--- src/rtl/egr_rrq_arb.sv ---
// rtl/egr_rrq_arb.sv - round-robin read-request arbiter with per-source outstanding limits
// One registered output stage toward the MRI; per-requestor outstanding counters gate eligibility.
module egr_rrq_arb #(
    parameter int N_REQ     = 4,
    parameter int ADDR_W    = 20,
    parameter int TAG_W     = 4,
    parameter int MAX_OUTST = 8,
    localparam int SRC_W    = $clog2(N_REQ),
    localparam int CNT_W    = $clog2(MAX_OUTST + 1)
) (
    input  logic                      clk,
    input  logic                      rst,
    input  logic [N_REQ-1:0]          req_valid,
    output logic [N_REQ-1:0]          req_ready,
    input  logic [N_REQ*ADDR_W-1:0]   req_addr,
    input  logic [N_REQ*TAG_W-1:0]    req_tag,
    output logic                      mri_valid,
    input  logic                      mri_ready,
    output logic [ADDR_W-1:0]         mri_addr,
    output logic [TAG_W-1:0]          mri_tag,
    output logic [SRC_W-1:0]          mri_src,
    input  logic                      rsp_valid,
    input  logic [SRC_W-1:0]          rsp_src,
    output logic [N_REQ*CNT_W-1:0]    outst_cnt,
    output logic                      err_underflow
);

    logic                 mri_valid_q, mri_valid_d;
    logic [ADDR_W-1:0]    mri_addr_q,  mri_addr_d;
    logic [TAG_W-1:0]     mri_tag_q,   mri_tag_d;
    logic [SRC_W-1:0]     mri_src_q,   mri_src_d;
    logic [SRC_W-1:0]     rr_ptr_q,    rr_ptr_d;
    logic [CNT_W-1:0]     cnt_q [N_REQ];
    logic [CNT_W-1:0]     cnt_d [N_REQ];
    logic                 err_q,       err_d;

    logic [N_REQ-1:0]     elig;
    logic                 load_ok;
    logic                 gnt_any;
    logic [SRC_W-1:0]     gnt_idx;
    logic [N_REQ-1:0]     gnt_vec;
    logic                 rsp_hit;

    // Eligibility uses registered counts only, so a completion frees a slot one cycle later.
    always_comb begin
        for (int i = 0; i < N_REQ; i++) begin
            elig[i] = req_valid[i] && (cnt_q[i] < CNT_W'(MAX_OUTST));
        end
    end

    assign load_ok = !mri_valid_q || mri_ready;

    // First eligible index starting at rr_ptr, wrapping modulo N_REQ.
    always_comb begin
        gnt_any = 1'b0;
        gnt_idx = '0;
        gnt_vec = '0;
        if (!rst && load_ok) begin
            for (int k = 0; k < N_REQ; k++) begin
                if (!gnt_any && elig[(int'(rr_ptr_q) + k) % N_REQ]) begin
                    gnt_any = 1'b1;
                    gnt_idx = SRC_W'((int'(rr_ptr_q) + k) % N_REQ);
                end
            end
        end
        if (gnt_any) begin
            gnt_vec[gnt_idx] = 1'b1;
        end
    end

    assign req_ready = gnt_vec;

    always_comb begin
        mri_valid_d = mri_valid_q;
        mri_addr_d  = mri_addr_q;
        mri_tag_d   = mri_tag_q;
        mri_src_d   = mri_src_q;
        rr_ptr_d    = rr_ptr_q;
        if (gnt_any) begin
            mri_valid_d = 1'b1;
            mri_addr_d  = req_addr[int'(gnt_idx)*ADDR_W +: ADDR_W];
            mri_tag_d   = req_tag[int'(gnt_idx)*TAG_W +: TAG_W];
            mri_src_d   = gnt_idx;
            rr_ptr_d    = SRC_W'((int'(gnt_idx) + 1) % N_REQ);
        end else if (mri_valid_q && mri_ready) begin
            mri_valid_d = 1'b0;
        end
    end

    assign rsp_hit = rsp_valid && (int'(rsp_src) < N_REQ);

    // A grant and a completion to the same source cancel; a bare completion at zero flags underflow.
    always_comb begin
        err_d = err_q;
        for (int i = 0; i < N_REQ; i++) begin
            cnt_d[i] = cnt_q[i];
            if (gnt_vec[i] && !(rsp_hit && rsp_src == SRC_W'(i))) begin
                cnt_d[i] = cnt_q[i] + CNT_W'(1);
            end else if (!gnt_vec[i] && rsp_hit && rsp_src == SRC_W'(i)) begin
                if (cnt_q[i] == '0) begin
                    err_d = 1'b1;
                end else begin
                    cnt_d[i] = cnt_q[i] - CNT_W'(1);
                end
            end
        end
    end

    always_ff @(posedge clk) begin
        if (rst) begin
            mri_valid_q <= 1'b0;
            mri_addr_q  <= '0;
            mri_tag_q   <= '0;
            mri_src_q   <= '0;
            rr_ptr_q    <= '0;
            err_q       <= 1'b0;
            for (int i = 0; i < N_REQ; i++) begin
                cnt_q[i] <= '0;
            end
        end else begin
            mri_valid_q <= mri_valid_d;
            mri_addr_q  <= mri_addr_d;
            mri_tag_q   <= mri_tag_d;
            mri_src_q   <= mri_src_d;
            rr_ptr_q    <= rr_ptr_d;
            err_q       <= err_d;
            for (int i = 0; i < N_REQ; i++) begin
                cnt_q[i] <= cnt_d[i];
            end
        end
    end

    always_comb begin
        for (int i = 0; i < N_REQ; i++) begin
            outst_cnt[i*CNT_W +: CNT_W] = cnt_q[i];
        end
    end

    assign mri_valid     = mri_valid_q;
    assign mri_addr      = mri_addr_q;
    assign mri_tag       = mri_tag_q;
    assign mri_src       = mri_src_q;
    assign err_underflow = err_q;

endmodule

--- config.mk ---
export PLATFORM = sky130hd
export DESIGN_NAME = egr_rrq_arb
export DESIGN_NICKNAME = d
export VERILOG_FILES = /design/src/rtl/egr_rrq_arb.sv
export SDC_FILE = /design/constraint.sdc
export NUM_CORES = 1
export LEC_CHECK = 0
export CORE_ASPECT_RATIO = 1.4
export CORE_MARGIN = 2
export CORE_UTILIZATION = 25
export CTS_BUF_LIST = sky130_fd_sc_hd__clkbuf_16
export CTS_CLUSTER_SIZE = 20
export DETAILED_ROUTE_END_ITERATION = 10
export PLACE_DENSITY = 0.57
export SLEW_MARGIN = 30
export SYNTH_ARGS = -nofsm -noshare
export SYNTH_HDL_FRONTEND = slang
export SYNTH_SLANG_ARGS = --single-unit
--- constraint.sdc ---
create_clock -name clk -period 4.3 [get_ports clk]
set_input_delay 1.075 -clock clk [delete_from_list [all_inputs] [get_ports clk]]
set_output_delay 1.075 -clock clk [all_outputs]
set_load 0.05 [all_outputs]
; ---- Yosys cells after proc, flatten, opt, wreduce, memory -nomap -nowiden
; Memories as Yosys holds them, arrays and structs flattened.
; Cells that the tools add are included.
[totals]
register_bits = 30
latchBits = 0
mem_bits_rw = 16
romBits = 0
input_bits = 106
output_inout_bits = 48
memories = 1
[memory_table]
columns = name, words, word_bits, read_ports, rd_clocked_by_memory_dff, wr, line_no
row1 = cnt_q, 4, 4, 4, 0, 4, 33  ; logic [CNT_W-1:0] cnt_q [N_REQ];
[op_classes]
add_sub_neg = 12
mul = 1
div = 0
order_cmp = 10
eq_ne = 3
n_shift = 2
n_mux = 60
bitwise = 7
reduce_logical = 49
[op_table]
columns = cell, n
row1 = variable part select 80 x 8 -> 20 bit, 1
row2 = two-way mux 4 bit, 17
row3 = two-way mux 1 bit, 33
row4 = logical AND 1 bit, 26
row5 = "adder 4 x 1 -> 4 bit, second input constant", 4
row6 = zero test 4 bit, 4
row7 = "less-than comparator 4 bit, second input constant", 4
row8 = variable part select 16 x 5 -> 4 bit, 1
row9 = "subtractor 4 x 1 -> 4 bit, second input constant", 4
row10 = zero test 1 bit, 13
row11 = "less-than comparator 3 x 4 -> 1 bit, second input constant", 3
row12 = two-way mux 2 bit, 5
row13 = binary-select mux 1 bit (select 2 bit), 4
row14 = "less-than comparator 2 x 3 -> 1 bit, second input constant", 2
row15 = OR reduction 2 bit, 3
row16 = "multiplier 2 x 3 -> 5 bit, second input constant", 1
row17 = "adder 2 x 1 -> 2 bit, second input constant", 2
row18 = "adder 2 bit, second input constant", 2
row19 = "== test 2 bit, second input constant", 2
row20 = bitwise OR 1 bit, 4
row21 = "bitwise AND 1 bit, first input constant", 3
row22 = demux 1 bit (select 2 bit), 1
row23 = "== test 2 x 1 -> 1 bit, second input constant", 1
row24 = ">= comparator 2 x 1 -> 1 bit, second input constant", 1
row25 = other kinds (3), 3

; ---- Longest topological paths before layout
; Gate-level depths: netlist of run 1.
; An unclocked memory read counts as a cell.
[depth]
word_depth = 38
depth_mapped = 17
mapped_depth_nobuf = 14

; ---- Worst setup path before layout of run 1
; No wires, ideal clock.
[synth_timing]
kind = input-to-output
start = input req_valid[2]
end = output req_ready[3]
t_arrival_ps = 2834
required_ps = 3225
setup_slack_ps = 391
cell_stages = 8
path_buffers = 1
path_cell_list = nor2b_2 -> nor2_1 -> a221oi_2 -> nand3_4 -> buf_6 -> inv_1 -> ha_1 -> and3_1
[synth_via]
elab_chain_cells = 22
elab_cells_between_ends = 37
classes_between = order compare (2) / mux (27) / reduce/logical (8)
[synth_lines]
columns = item, line_no
row1 = from (decl), 13  ; input logic [N_REQ-1:0] req_valid,
row2 = logical AND 1 bit *, 47  ; elig[i] = req_valid[i] && (cnt_q[i] < CNT_W'(MAX_OUTST));
row3 = binary-select mux 1 bit (select 2 bit), 60  ; if (!gnt_any && elig[(int'(rr_ptr_q) + k) % N_REQ]) begin
row4 = two-way mux 1 bit (not written as such), 60
row5 = two-way mux 1 bit, 60
row6 = two-way mux 1 bit, 58  ; if (!rst && load_ok) begin
row7 = zero test 1 bit, 60
row8 = logical AND 1 bit, 60
row9 = two-way mux 1 bit, 60
row10 = [7 not listed], n/a
row11 = two-way mux 2 bit *, 60
row12 = two-way mux 2 bit *, 58
row13 = named net gnt_idx[1], 40  ; logic [SRC_W-1:0] gnt_idx;
row14 = less-than comparator 2 x 3 -> 1 bit (not written as such) / >= comparator 2 x 1 -> 1 bit (equally long branches), 67  ; gnt_vec[gnt_idx] = 1'b1;
row15 = logical AND 1 bit (not written as such), 67
row16 = two-way mux 1 bit (not written as such), 67
row17 = demux 1 bit (select 2 bit) *, 67
row18 = two-way mux 4 bit *, 66  ; if (gnt_any) begin
row19 = to (decl), 14  ; output logic [N_REQ-1:0] req_ready,
; Mark *: on every way through the listed nets, which the timed path passes. The rest lies on a longest branch. The select of a mux whose other input is x is not followed.

; ---- Worst setup path in the final report of run 1
[layout_timing]
start = input req_valid[1]
end = output req_ready[0]
[layout_via]
elab_chain_cells = 22
elab_cells_between_ends = 37
classes_between = order compare (2) / mux (27) / reduce/logical (8)
[layout_lines]
columns = item, line_no
row1 = logical AND 1 bit *, 47
row2 = binary-select mux 1 bit (select 2 bit), 60
row3 = two-way mux 1 bit (not written as such), 60
row4 = two-way mux 1 bit, 60
row5 = two-way mux 1 bit, 58
row6 = zero test 1 bit, 60
row7 = logical AND 1 bit, 60
row8 = two-way mux 1 bit, 60
row9 = [6 not listed], n/a
row10 = logical AND 1 bit, 60
row11 = two-way mux 2 bit, 60
row12 = two-way mux 2 bit, 58
row13 = less-than comparator 2 x 3 -> 1 bit (not written as such) / >= comparator 2 x 1 -> 1 bit (equally long branches), 67
row14 = logical AND 1 bit (not written as such), 67
row15 = two-way mux 1 bit (not written as such), 67
row16 = demux 1 bit (select 2 bit), 67
row17 = two-way mux 4 bit *, 66
; Mark *: on every way between the ends. The rest lies on a longest branch, timed or not. The select of a mux whose other input is x is not followed.

==> results.md, run 1 <==
* Antenna violations before repair at 0
* Vias per cell at 4.87
* Final hold violations at 0
* Congestion Overflow GR at 0
* Top_reg_cell synth: dfxtp_1
* Largest net degree at the start of global routing at 50
* CP Data Arrival Time at 3100 ps
* Setup TNS at 0 ps
* Final Instance Area at 0.00518 sq mm
* Met1 Usage GRT at 15.7%
* Seq pwr share at 29.4%
* Clock-pin slew on the worst setup and hold paths at 70 ps
* Sequential cell area fraction in the yosys report at 27.5%
* DIE AREA at 0.0143 sq mm
* Clk pwr share at 20.6%
* Antenna diodes at 0
* Die Wd at 102 microns
* Critical Path Sink Type: output port
* Comb pwr share at 50.0%
* Final Cycle Share at 97.1%
* Setup crit start kind: input port
* Tmin final at 4170 ps
* RSZ-0062 raised after global routing: yes
* Worst path max stage delay at 420 ps
* Placer congestion estimate at 0.800
* Critical-path top delay cell: clkdlybuf4s50_1
* # DRC at 0
* Synth top cells by count: nand2_1, dfxtp_1, a21oi_1
* Routed len/inst at 15.9 microns
* Share of cells above drive strength 1 at 14.8%
* Worst-Margin Slew at 692 ps
* Dpl cell area at 0.00504 sq mm
* Starting Density at 25.4%
* CP required at 3220 ps
* PortBufs at 153
* Fin nets at 640
* Int Pwr at 1.09 mW
* Dominant cell by count in the synthesized netlist: nand2_1
* Core Rows at 50
* Worst hold-check path type: flip-flop to flip-flop
* Switch Pwr at 0.809 mW
* Cell family with most CP delay: simple AND/OR/NAND/NOR gates
* Worst slew margin at 53.9%
* Final setup vio count at 0
* Synth warn at 0
* CP dominant cell by count: and3_1
* Cells along the critical path: clkdlybuf4s50_1 -> nor2b_2 -> nor4_2 -> nor2_2 -> and3_1 -> inv_6 -> ha_1 -> and3_1 -> buf_4
* 1st-pass router iterations at 4
* EDFF count, synth at 0
* Initial detailed-routing violation count at 131
* Cell area power density at 367 mW/mm^2
* Area leader, netlist: dfxtp_1
* Clock latency on the worst-skew pair at 290 ps
* Drt total wl at 11200 microns
* GR Util met3 at 5.16%
* Clock root buffer: clkbuf_16
* Max IR drop VDD at 149 uV
* Share of the synthesized area in the top cell type at 27.5%
* Area delta synth->final at 54.9%
* GR Util met2 at 29.1%
* # clock sinks at 46
* F_max at 240 MHz
* Post-route ant nets at 0
* Synth top area cells: dfxtp_1, a221oi_2, nand2_1
* P_leak at 2.04 nW
* Post-synthesis cell count at 372
* First-pass GRT wire length at 17600 microns
* Buf+Inv Stages, Crit Path at 3
* Syn_nets at 494
* Asr flop ratio synth at 0%
* Syn Area/Cell at 9.00 sq um
* Vias at 3413
* DP HPWL at 8410 microns
* Run status: finished clean
* Clock Skew at 7.65 ps
* Vias in the first global route at 3522
* Count of pins over their slew limit at 0
* Mapped cell area at 0.00335 sq mm
* Sw Share at 42.5%
* IO Pins at 154
* Maximum fanout along the worst path at 4
* CORE AREA at 0.0132 sq mm
* Die Span Y at 141 microns
* Netlist cell types at 43
* CTS tree: done
* GRT Util Overall at 15.7%
* Synth Register Bits at 46
* CTS Buf Count at 5
* Crit Path Category: input port to output port
* Max_cap viols at 0
* Top Usage Layer GRT: met2
* H-tree Lvls at 2
* CTS Buffer Depth at 2
[worst reg2reg max path, stage by stage (launching register included)]
cell	delay, ps
dfxtp_1	510
nand2b_4	230
o22ai_1	90
o22ai_2	180
and3_1	340
ha_1	240
and4_1	240
inv_1	100
ha_1	290
a21o_1	180
a21oi_1	200
mux2i_1	270
xor2_1	170
nor2_1	50
[final timing paths]
| kind | startpoint | to | slack (ps) | cells after the start |
|---|---|---|---|---|
| setup reg to reg | cnt_q[0][3] | cnt_q[0][15] | 1110 | 13 |
| setup / recovery | req_valid[1] | req_ready[0] | 130 | 9 |
| hold reg to reg | mri_src[0] | mri_src[0] | 450 | 2 |
| hold / removal | mri_src[0] | mri_src[0] | 450 | 2 |
[logic make-up (layout without fill, tap and decap cells)]
group | Yosys count | count (layout) | synth area share [%]
buffers and inverters | 35 | 182 | 6.58
muxes | 13 | 13 | 3.89
AOI/OAI and AO/OA | 99 | 99 | 29.0
adders and majority gates | 16 | 16 | 6.88
xor gates and xnor gates | 12 | 12 | 3.14
and+or+nand+nor | 151 | 151 | 23.0
DFF | 46 | 46 | 27.5
[power groups by stage]
stage | sequential (mW) | clock (mW) | combinational, mW
2_1_floorplan | 0.790 | 0 | 0.404
3_3_place_gp | 0.566 | 0 | 0.948
3_5_place_dp | 0.569 | 0 | 0.955
4_1_cts | 0.560 | 0.410 | 0.960
5_1_grt | 0.570 | 0.428 | 1.02
6_report | 0.559 | 0.392 | 0.951
[metal layers]
layer / share of wire (%) / up-vias
met2: 52 / 134
met3: 7.8 / 23
met4: 3.1 / 0
met1: 37 / 1595
met5: 0 / -
li1: - / 1661
[flip-flops by register name, indices dropped and copies added (netlist names)]
register,cells
mri_valid,1
rr_ptr_q,2
mri_tag,4
err_underflow,1
cnt_q,16
mri_addr,20
mri_src,2
[cells in the final DEF, fill, tap and decap left out, types with 2 or more instances in the layout]
| cell | count |
|---|---|
| o22ai_2 | 2 |
| nand2b_1 | 4 |
| inv_1 | 6 |
| nor2_2 | 3 |
| nor2_1 | 27 |
| fa_1 | 4 |
| o21ai_0 | 3 |
| o22ai_1 | 2 |
| a311oi_2 | 14 |
| a21oi_1 | 32 |
| buf_4 | 15 |
| dfxtp_1 | 46 |
| clkdlybuf4s50_1 | 148 |
| ha_1 | 12 |
| a311oi_1 | 14 |
| xor2_1 | 12 |
| a221oi_2 | 24 |
| and3_1 | 5 |
| and4_1 | 4 |
| mux2i_1 | 13 |
| nand3b_1 | 2 |
| clkbuf_16 | 5 |
| a21o_1 | 4 |
| nor3_1 | 3 |
| nor4_1 | 5 |
| nand2_1 | 60 |
| nor2b_2 | 2 |
| nand3_1 | 3 |
| buf_12 | 2 |
| and2_1 | 25 |
[repair_timing]
item / CTS / global route
resized for setup: 0 / 2
setup buffers: 0 / 0
setup endpoints to repair: 0 / 4
hold buffers: 0 / 0
[layout make-up]
| type | instances | area (sq um) |
|---|---|---|
| clock buffers | 5 | 125 |
| clock inverters | 3 | 16.3 |
| fillers | 1340 | 8020 |
| inverters | 8 | 35.0 |
| multi-input cells | 291 | 2210 |
| flip-flops and latches | 46 | 921 |
| well taps | 182 | 228 |
| repair buffers | 166 | 1650 |
[per-stage QoR]
step | cells | power (mW) | hold slack (ps) | util, % | setup WS [ps]
6_report | 701 | 1.90 | 452 | 39.3 | 125
5_1_grt | 701 | 2.01 | 483 | 39.3 | -1.36
4_1_cts | 701 | 1.93 | 453 | 39.2 | 69.0
3_5_place_dp | 693 | 1.52 | 441 | 38.2 | -52.8
3_3_place_gp | 693 | 1.51 | 437 | 38.2 | 119
2_1_floorplan | 372 | 1.19 | 494 | - | 391
Power figures use the tool's default switching activity.
==> run 2, diff against run 1 <==
HOLD_SLACK_MARGIN = 0.15   (was unset)
SKIP_CTS_REPAIR_TIMING = 1   (was unset)
==> results of run 2 <==
Final layout, timing and power as in run 1 (identical DEF).
==> run 3, diff against run 2 <==
CTS_BUF_LIST = sky130_fd_sc_hd__clkbuf_4 sky130_fd_sc_hd__clkbuf_8   (was sky130_fd_sc_hd__clkbuf_16)
MAX_ROUTING_LAYER = met4   (was unset)
==> run 3 against run 2 <==
  * Design area fell by 0.89%
  * Core utilization fell by 0.35 points
  * Flip-flop and latch count is the same
  * Total power is 5.0% lower
  * Sequential share of layout area grew 0.16 points
  * Worst hold slack gained 3.9 ps
  * Sequential power about the same
  * Via count shrank 0.79%
  * Setup slack worse by 6.0 ps
  * Critical path depth unchanged
  * First-iteration DRC count down 9.2%
  * Critical endpoint unchanged
  * Largest cell class unchanged
==> results.md, run 3 (same netlist as run 1, synthesis figures left out) <==
* DIE AREA at 0.0143 sq mm (unchanged)
* Final hold slack at 456 ps (+3.86 ps)
* Vias in the first global route at 3526 (+0.11%)
* R2r setup slk at 1090 ps (-20 ps)
* Dpl cell area at 0.00504 sq mm (unchanged)
* Cell family with most CP delay: simple AND/OR/NAND/NOR gates
* Vias at 3386 (-0.79%)
* Worst hold-check path type: flip-flop to flip-flop
* CTS Buf Count at 5 (unchanged)
* Max_cap viols at 0 (unchanged)
* First-pass GRT wire length at 17500 microns (-0.55%)
* Worst setup slack after layout at 119 ps (-5.99 ps)
* Starting Density at 25.4% (unchanged)
* Worst slew margin at 54.0% (+0.10 points)
* Fillers at 1343 (+0.22%)
* Placer congestion estimate at 0.811 (+1.4%)
* PortBufs at 153 (unchanged)
* CTS Buffer Depth at 2 (unchanged)
* Antenna diodes at 0 (unchanged)
* P_leak at 2.02 nW (-0.98%)
* Largest register FFs at 20 (unchanged)
* Critical Path Sink Type: output port
* Cells along the critical path: clkdlybuf4s50_1 -> nor2b_2 -> nor4_2 -> nor2_2 -> and3_1 -> inv_6 -> ha_1 -> and3_1 -> buf_4
* Max IR drop VDD at 143 uV (-3.9%)
* Initial detailed-routing violation count at 119 (-9.2%)
* # DRC at 0 (unchanged)
* Most frequent cells in the layout: clkdlybuf4s50_1, nand2_1, dfxtp_1
* Run status: finished clean
* Final Cycle Share at 97.2% (+0.14 points)
* Clock latency on the worst-skew pair at 320 ps (+30 ps)
* CORE AREA at 0.0132 sq mm (unchanged)
* Sw Share at 44.1% (+1.6 points)
* Most common cell after layout, fill and taps aside: clkdlybuf4s50_1
* Worst path max stage delay at 420 ps (about the same)
* Cell area power density at 352 mW/mm^2 (-4.1%)
* Maximum fanout along the worst path at 4 (unchanged)
* Worst slack, placed at -52.8 ps (unchanged)
* Tmin final at 4180 ps (+5.99 ps)
* IO Pins at 154 (unchanged)
* Area delta synth->final at 53.5%
* Largest net degree at the start of global routing at 50 (unchanged)
* GRT Util Overall at 16.1% (+0.36 points)
* CP dominant cell by count: and3_1
* Share of cells above drive strength 1 at 15.0% (+0.19 points)
* Post-route ant nets at 0 (unchanged)
* Fin nets at 640 (unchanged)
* Clock Skew at 10.7 ps (+3.09 ps)
* Congestion Overflow GR at 0 (unchanged)
* Clk pwr share at 16.5% (-4.1 points)
* Multi-input logic area at 0.00221 sq mm (unchanged)
* Reg2reg start: cnt_q[0][3]
* Drt total wl at 11200 microns (-0.20%)
* Die Wd at 102 microns (unchanged)
* Switch Pwr at 0.797 mW (-1.4%)
* Comb pwr share at 52.6% (+2.6 points)
* RSZ-0062 raised after global routing: yes
* CTS tree: done
* Count of pins over their slew limit at 0 (unchanged)
* Final setup vio count at 0 (unchanged)
* Worst R2R End: cnt_q[0][15]
* CP required at 3220 ps (about the same)
* F_max at 239 MHz (-0.14%)
* H-tree Lvls at 2 (unchanged)
* Critical-path top delay cell: clkdlybuf4s50_1
* Antenna violations before repair at 0 (unchanged)
* Int Pwr at 1.01 mW (-7.6%)
* Hold Crit Depth at 2 (unchanged)
* 1st-pass router iterations at 4 (unchanged)
* Final Instance Area at 0.00514 sq mm (-0.89%)
* Clock-pin slew on the worst setup and hold paths at 90 ps (+20 ps)
* Hold EP: mri_src[0]
* Vias per cell at 4.83 (-0.79%)
* Crit Path Category: input port to output port
* Buf+Inv Stages, Crit Path at 3 (unchanged)
* Sequential cell area at 921 sq um (unchanged)
* # clock sinks at 46 (unchanged)
* Final hold violations at 0 (unchanged)
* CP Data Arrival Time at 3110 ps (about the same)
* Core Rows at 50 (unchanged)
* Setup crit start kind: input port
* Worst-Margin Slew at 691 ps (-1.54 ps)
* Die Span Y at 141 microns (unchanged)
* Clock root buffer: clkbuf_8
* Hold Path Origin: mri_src[0]
* Routed len/inst at 15.9 microns (-0.20%)
* CP Launch Point: req_valid[1]
* Seq pwr share at 30.9% (+1.5 points)
* DP HPWL at 8410 microns (unchanged)
* Worst r2r path cells at 13 (unchanged)
==> run 3: layout make-up <==
cell class	instances	share of cell area (%)
Tap cell	182	4.43
Inverter	8	0.682
Multi-Input combinational cell	291	43.1
Clock inverter	2	0.243
Sequential cell	46	17.9
Timing Repair Buffer	166	32.0
Clock buffer	6	1.61
==> run 3: power groups by stage <==
stage               clock [mW]  combinational (mW)  sequential (mW)
floorplan                    0               0.404            0.790
global placement             0               0.948            0.566
detailed placement           0               0.955            0.569
CTS                      0.315               0.960            0.560
global route             0.330                1.02            0.570
finish                   0.298               0.951            0.559
==> run 3: worst max path at each step <==
stage / to / slack [ps] / cells after the start
finish: req_ready[0] / 120 / 9
global route: req_ready[0] / -1 / 9
CTS: req_ready[3] / 70 / 9
detailed placement: cnt_q[0][15] / -50 / 15
global placement: cnt_q[0][11] / 120 / 15
floorplan: req_ready[3] / 390 / 8
==> run 3: layer usage <==
metal | GRT usage [%] | vias to the layer above | wire length (microns)
met2 | 29.0 | 130 | 5840
met3 | 3.72 | 20 | 686
met1 | 16.4 | 1576 | 4290
li1 | - | 1660 | -
met4 | 6.33 | 0 | 337
met5 | - | - | 0
==> run 3: worst min-delay path, cell delays in order (launching register included) <==
cell and delay (ps):
dfxtp_1 330, nand2_1 50, nand2_1 40
==> run 3: per-stage QoR <==
stage          power (mW)  instances  utilization, %  setup TNS [ps]
6_report             1.81        701            38.9               0
5_1_grt              1.92        701            38.9           -2.03
4_1_cts              1.83        701            38.9               0
3_5_place_dp         1.52        693            38.2           -52.8
3_3_place_gp         1.51        693            38.2               0
2_1_floorplan        1.19        372               -               0
